<file path="src/rtl/preif_pcgen.sv">
// Pre-IF stage: selects the next fetch PC, translates it through TLB port 0,
// issues I-cache requests and marks responses that belong to squashed fetches.
module preif_pcgen #(
  parameter logic [31:0] RESET_PC        = 32'hbfc00000,
  parameter logic [31:0] REFILL_VEC      = 32'hbfc00200,
  parameter logic [31:0] EXC_VEC         = 32'hbfc00380,
  parameter int          FETCH_WIDTH     = 2,
  parameter int          MAX_OUTSTANDING = 4
) (
  input  logic                    clk,
  input  logic                    reset,
  input  logic                    fs_allowin,
  output logic                    prefs_to_fs_valid,
  output logic [34+FETCH_WIDTH:0] prefs_to_fs_bus,
  input  logic                    bp_redirect,
  input  logic [31:0]             bp_target,
  input  logic                    flush_exc,
  input  logic                    flush_refill,
  input  logic                    flush_eret,
  input  logic [31:0]             cp0_epc,
  input  logic                    flush_pipe,
  input  logic [31:0]             flush_pc,
  output logic                    icache_req,
  output logic [1:0]              icache_size,
  output logic [31:0]             icache_addr,
  input  logic                    icache_addr_ok,
  input  logic                    icache_data_ok,
  output logic                    resp_discard,
  output logic [18:0]             s0_vpn2,
  output logic                    s0_odd_page,
  input  logic                    s0_found,
  input  logic [19:0]             s0_pfn,
  input  logic                    s0_v
);

  localparam int          FB        = 4 * FETCH_WIDTH;
  localparam int          LOG_FB    = $clog2(FB);
  localparam logic [31:0] FB_MASK   = ~(32'(FB) - 32'd1);
  localparam logic [31:0] FB_INC    = 32'(FB);
  localparam logic [4:0]  MAX_TOTAL = 5'(MAX_OUTSTANDING);

  logic [31:0] pc_q, pc_d;
  logic [3:0]  out_cnt_q, out_cnt_d;
  logic [3:0]  drop_cnt_q, drop_cnt_d;
  logic        halted_q, halted_d;

  logic [31:0] redir_target;
  logic        redir;
  logic [31:0] fetch_pc;
  logic [31:0] pa;
  logic [31:0] seq_pc;
  logic        mapped;
  logic        adel;
  logic        tlb_refill;
  logic        tlb_invalid;
  logic        exc;
  logic [FETCH_WIDTH-1:0] slot_mask;
  logic [4:0]  total;
  logic        go;
  logic        accept;
  logic        exc_pass;
  logic        drop_nz;
  logic        stale_ret;
  logic        live_ret;

  always_comb begin
    redir_target = bp_target;
    if (flush_exc && flush_refill) begin
      redir_target = REFILL_VEC;
    end else if (flush_exc) begin
      redir_target = EXC_VEC;
    end else if (flush_eret) begin
      redir_target = cp0_epc;
    end else if (flush_pipe) begin
      redir_target = flush_pc;
    end
  end

  // flush_refill only qualifies flush_exc, so it is not a redirect on its own
  assign redir    = flush_exc | flush_eret | flush_pipe | bp_redirect;
  assign fetch_pc = redir ? redir_target : pc_q;

  // Unmapped kseg0/kseg1 reach physical memory by dropping the segment bits
  assign mapped      = (fetch_pc[31:30] != 2'b10);
  assign pa          = mapped ? {s0_pfn, fetch_pc[11:0]} : {3'b000, fetch_pc[28:0]};
  assign icache_addr = pa & FB_MASK;
  assign icache_size = 2'b10;
  assign s0_vpn2     = fetch_pc[31:13];
  assign s0_odd_page = fetch_pc[12];
  assign seq_pc      = (fetch_pc & FB_MASK) + FB_INC;

  assign adel        = |fetch_pc[1:0];
  assign tlb_refill  = ~adel & mapped & ~s0_found;
  assign tlb_invalid = ~adel & mapped & s0_found & ~s0_v;
  assign exc         = adel | tlb_refill | tlb_invalid;

  generate
    if (FETCH_WIDTH == 1) begin : g_single
      assign slot_mask = 1'b1;
    end else begin : g_multi
      localparam int SLOT_W = LOG_FB - 2;
      logic [SLOT_W-1:0] slot_idx;
      assign slot_idx = fetch_pc[LOG_FB-1:2];
      // Slots before the entry word of the block are not part of this fetch
      for (genvar gi = 0; gi < FETCH_WIDTH; gi++) begin : g_slot
        assign slot_mask[gi] = (SLOT_W'(gi) >= slot_idx);
      end
    end
  endgenerate

  assign total    = {1'b0, out_cnt_q} + {1'b0, drop_cnt_q};
  assign go       = ~reset & fs_allowin & (~halted_q | redir);
  assign icache_req = go & ~exc & (total < MAX_TOTAL);
  assign accept   = icache_req & icache_addr_ok;
  assign exc_pass = go & exc;

  assign prefs_to_fs_valid = accept | exc_pass;
  assign prefs_to_fs_bus   = {tlb_refill, tlb_invalid, adel, slot_mask, fetch_pc};

  // Squashed requests are older than any live one, so they return first
  assign drop_nz      = |drop_cnt_q;
  assign stale_ret    = icache_data_ok & drop_nz;
  assign live_ret     = icache_data_ok & ~drop_nz & (|out_cnt_q);
  assign resp_discard = ~reset & stale_ret;

  always_comb begin
    pc_d = pc_q;
    if (accept) begin
      pc_d = seq_pc;
    end else if (redir) begin
      pc_d = redir_target;
    end

    halted_d = halted_q;
    if (exc_pass) begin
      halted_d = 1'b1;
    end else if (redir) begin
      halted_d = 1'b0;
    end

    drop_cnt_d = drop_cnt_q - {3'd0, stale_ret};
    out_cnt_d  = out_cnt_q + {3'd0, accept} - {3'd0, live_ret};
    if (redir) begin
      drop_cnt_d = (total == 5'd0) ? 4'd0 : 4'(total - {4'd0, icache_data_ok});
      out_cnt_d  = {3'd0, accept};
    end
  end

  always_ff @(posedge clk) begin
    if (reset) begin
      pc_q       <= RESET_PC;
      out_cnt_q  <= 4'd0;
      drop_cnt_q <= 4'd0;
      halted_q   <= 1'b0;
    end else begin
      pc_q       <= pc_d;
      out_cnt_q  <= out_cnt_d;
      drop_cnt_q <= drop_cnt_d;
      halted_q   <= halted_d;
    end
  end

endmodule

</file>
<file path="config.mk">
export PLATFORM = sky130hd
export DESIGN_NAME = preif_pcgen
export DESIGN_NICKNAME = d
export VERILOG_FILES = /design/src/rtl/preif_pcgen.sv
export SDC_FILE = /design/constraint.sdc
export NUM_CORES = 1
export LEC_CHECK = 0
export CORE_ASPECT_RATIO = 1.5
export CORE_UTILIZATION = 41
export DETAILED_ROUTE_END_ITERATION = 8
export PLACE_DENSITY = 0.83
export SLEW_MARGIN = 5
export SYNTH_ARGS = -nofsm -noshare
export SYNTH_HDL_FRONTEND = slang
export SYNTH_SLANG_ARGS = --single-unit
export TNS_END_PERCENT = 30
</file>
<file path="constraint.sdc">
create_clock -name clk -period 4.55 [get_ports clk]
set_input_delay 0.91 -clock clk [delete_from_list [all_inputs] [get_ports clk]]
set_output_delay 0.91 -clock clk [all_outputs]
set_load 0.05 [all_outputs]
</file>
== Word-level counts from Yosys, hierarchy flattened ==
Cells that the tools add are included.

* Add/subtract/negate cells: 6
* Order comparisons: 3
* Eq/ne operators: 1
* Multiplexer cells: 12
* Bitwise operators: 28
* Reductions and logical operators: 7

{| class="wikitable"
|+ Operator list
! operator !! count
|-
| $mux W32 || 7
|-
| $add A32 B4 Y32 const B || 1
|-
| $and A1 B1 Y1 || 14
|-
| $sub A4 B1 Y4 || 3
|-
| $mux W4 || 2
|-
| $reduce_or A4 Y1 || 2
|-
| $not A1 Y1 || 7
|-
| $or A1 B1 Y1 || 7
|-
| $add A4 B4 Y5 || 1
|-
| $logic_not A5 Y1 || 1
|-
| $lt A5 B3 Y1 const B || 1
|-
| $add A4 B1 Y4 || 1
|-
| $reduce_or A2 Y1 || 2
|-
| $mux W1 || 3
|-
| $ge A1 B1 Y1 const A || 2
|-
| $ne A2 B2 Y1 const B || 1
|-
| $reduce_bool A2 Y1 || 1
|-
| $logic_and A1 B1 Y1 || 1
|}

* Flip-flop bits (word level): 41
* Input port bits: 128
* Output and inout bits: 94
* Word-level logic and storage cells: 62

== Logic depth before layout (Yosys ltp) ==
* Depth after elaboration: 18
* Gate-level depth with buffers: 14
* Depth with buffers taken out: 14

== Worst setup path before layout ==
Ideal clock, no wire load.

* Kind: input port to output port
* Start point: input port flush_pipe
* End point: output port prefs_to_fs_bus[6]
* Arrival: 3.400 ns
* Data required time: 3.640 ns
* Path slack: 0.240 ns
* Stages on the path: 7
* Buffers on the path: 5
* Path through: buf_6 nor4_2 buf_4 clkbuf_1 buf_1 o31ai_1 buf_4

* Cells in the longest elaborated chain, start to end: 5
* Elaborated cells on any way between the ends: 7
* Those cells by class: 5 x mux; 2 x bitwise

{| class="wikitable"
|+ RTL lines
! element !! RTL line !! RTL
|-
| start, declared || 21 || <nowiki>input logic flush_pipe,</nowiki>
|-
| $mux W32 || 74 || <nowiki>end else if (flush_pipe) begin</nowiki>
|-
| $mux W32 || 72 || <nowiki>end else if (flush_eret) begin</nowiki>
|-
| $mux W32 || 70 || <nowiki>end else if (flush_exc) begin</nowiki>
|-
| $mux W32 || 68 || <nowiki>if (flush_exc && flush_refill) begin</nowiki>
|-
| $mux W32 (*) || n/a ||
|-
| end, declared || 14 || <nowiki>output logic [34+FETCH_WIDTH:0] prefs_to_fs_bus,</nowiki>
|}

Mark *: on every way between the ends. The rest lies on a longest branch, timed or not.

== Final worst setup path ==
* Start point: input port bp_redirect
* End point: output port s0_vpn2[3]

* Cells in the longest elaborated chain, start to end: 2

{| class="wikitable"
|+ RTL lines
! element !! RTL line !! RTL
|-
| start, declared || 15 || <nowiki>input logic bp_redirect,</nowiki>
|-
| $or A1 B1 Y1 || 80 || <nowiki>assign redir = flush_exc | flush_eret | flush_pipe | bp_redirect;</nowiki>
|-
| $mux W32 || n/a ||
|-
| end, declared || 29 || <nowiki>output logic [18:0] s0_vpn2,</nowiki>
|}

Every way passes these cells.

==> metrics <==
critical path data arrival time 3.37 ns; Critical Path Sink Type primary output; unrepaired setup endpoints after global routing no; Core Rows 45; FF+latch count, synth 41; min-delay worst type register to register; synth warn 0; CTS clk-pin slew, worst paths 0.07 ns; Sw Pwr 737 µW; residual DRC count 0; IO Count 222; status finished clean; Post-Layout Inst Area 6830 µm²; DPL Wire Length 13000 µm; f_max 0.234 GHz; Mapped Avg Cell Area 7.47 µm²; Antenna Diode Count 0; Final Util 67.8%; Post-Route Skew 0.00795 ns; Post-Route WL 16400 µm; Worst-Margin Slew 0.697 ns; met2 usage 56.6%; Worst-Skew Late Latency 0.29 ns; CP Cell Sequence clkdlybuf4s50_1, or4_1, buf_12, o211a_1, a22oi_1, inv_1, buf_4; DP Area 6660 µm²; layout cells sized above 1 20.5%; commonest non-fill, non-tap cells in the layout clkdlybuf4s50_1 (126), buf_4 (69), nor2_1 (62); global route overflow 0; Final Hold Viols 0; Leak 0.00289 µW; Mapped Area 4240 µm²; Post-synth EDFFs 0; total of max-cap violations 0; Critical Path Fanout Max 23; slowest CP cell or4_1; data required time of the worst path 3.64 ns; met3 Usage GRT 5.07%; first-pass GRT wire length 25100 µm; Post-synth top flop dfxtp_1; Power, Total 1800 µW; Buffers & Inverters on Critical Path 4; routed len/inst 18.9 µm; TritonCTS buffer count 5; part of the power in combinational logic 54.3%; Routed Antenna Nets 0; post-synthesis sequential area ratio 19.4%; CTS sink cnt 41; largest net degree at the start of global routing 34; Die Wd 85.0 µm; Tmin final 4.28 ns; GRT busiest layer met2; Internal 1060 µW; port buffer count 215; Worst setup SP type input pin; Die ar. 10800 µm²; gpl congestion 0.891; via total after detailed routing 5008; root buffer cell clkbuf_16; Vias per Instance 5.78; Core ar. 10100 µm²; initial antenna violation count 0; Slew Limit Fails 0; PwrDens 263 nW/µm²; asr flop ratio synth 0%; cts repair resizes 0; Reg area 821 µm²; Crit Path Class input pin to primary output; clock share of power 23.3%; Multi-input gate area 2840 µm²; delay-heaviest family, CP buffers and inverters; Total GRT Usage 29.6%; hold-fix buffer count after cts 0; GRT met1 Usage 31.6%; maximum vdd drop 223 µV; most common cell after layout, fill and taps aside clkdlybuf4s50_1; post-CTS setup buffer count 0; setup TNS 0 ns; Switching Share 41.0%; CP max stage delay 0.68 ns; Seq pwr share 22.5%; DRT iter0 DRCs 383; Starting Density 42.1%; Clock H-tree levels 2; Distinct cells, synth 75; Mapped Cells 568; Final Net Count 893; # setup viols final 0; worst hold slack 0.563 ns; CTS tree built; Area growth syn-to-layout 61.1%; Filler cells 835; vias in the first global route 4969; relative slew slack 53.2%; drt pass-1 iters 5; period utilization 94.1%; die height 127 µm; Max Root-Sink Buffers 2
-- metal layers --
layer / part of all wire [%] / wire, µm
met2: 54 / 8880
met3: 7.0 / 1150
met4: 3.1 / 506
met1: 36 / 5850
met5: 0 / 0
-- synth_stat cells (5+ instances only) --
cell	number	area (µm²)
o31ai_1	5	37.5
nor2b_1	14	87.6
o21a_1	5	37.5
inv_1	37	139
buf_2	11	55.1
a31oi_1	6	37.5
and2_1	5	31.3
nor3_1	17	85.1
a22oi_1	9	67.6
a211oi_1	17	128
mux2_2	9	101
nand3_1	12	60.1
o21ai_0	17	85.1
buf_4	41	308
nand2_1	41	154
nor2_1	62	233
mux2i_1	31	310
nor4_1	11	68.8
ha_1	14	175
a21oi_1	30	150
dfxtp_1	41	821
xnor2_1	14	123
and3_1	8	50.1
nand2b_1	9	56.3
clkbuf_1	14	52.6
nand4_1	5	31.3
-- state kept, by name, indices dropped and copies added, names as in the netlist --
register / count
halted_q: 1
out_cnt_q: 4
drop_cnt_q: 4
pc_q: 32
-- kinds of logic after synthesis --
group	count (synthesis)	share of synthesized area, %
AND/OR/NAND/NOR	215	26.6
buffers and inverters	111	14.5
XOR/XNOR	16	3.30
other	2	0.177
AO/OA/AOI/OAI	127	21.2
multiplexers	40	9.71
flip-flops	41	19.4
adder cells (fa/ha/maj)	16	5.08
-- layout make-up --
type | count | area share [%]
clock buffers | 5 | 1.83
clock inverters | 3 | 0.678
inverters | 39 | 2.14
multi-input cells | 420 | 41.6
flip-flops and latches | 41 | 12.0
well taps | 117 | 2.14
repair buffers | 242 | 39.6
-- tightest hold or removal path: cells and delay by family (launching register included) --
family	cells	cell delay, ns
compound gates	1	0.09
flops	1	0.34
simple gates	1	0.10
-- final timing paths --
path | from | to | slack [ns] | cells after the start
worst min register to register | halted_q$_SDFFE_PP0P_ | halted_q$_SDFFE_PP0P_ | 0.56 | 2
worst max-delay path | bp_redirect | s0_vpn2[3] | 0.27 | 7
worst max register to register | drop_cnt_q[0]$_SDFF_PP0_ | out_cnt_q[2]$_SDFF_PP0_ | 1.25 | 14
worst min-delay path | halted_q$_SDFFE_PP0P_ | halted_q$_SDFFE_PP0P_ | 0.56 | 2
-- metrics by stage --
step / cells / setup WS, ns
2_1_floorplan: 572 / 0.240
3_3_place_gp: 859 / 0.379
3_5_place_dp: 859 / 0.314
4_1_cts: 867 / 0.322
5_1_grt: 867 / 0.154
6_report: 867 / 0.269
-- power by group through the flow --
stage / Sequential [µW] / Clock [µW] / Combinational [µW]
after floorplan: 405 / 0 / 581
after global placement: 410 / 0 / 953
after detailed placement: 411 / 0 / 969
after CTS: 403 / 421 / 974
after global routing: 407 / 438 / 1030
final: 404 / 418 / 976
Note: power is estimated with default switching activity, not from simulation.
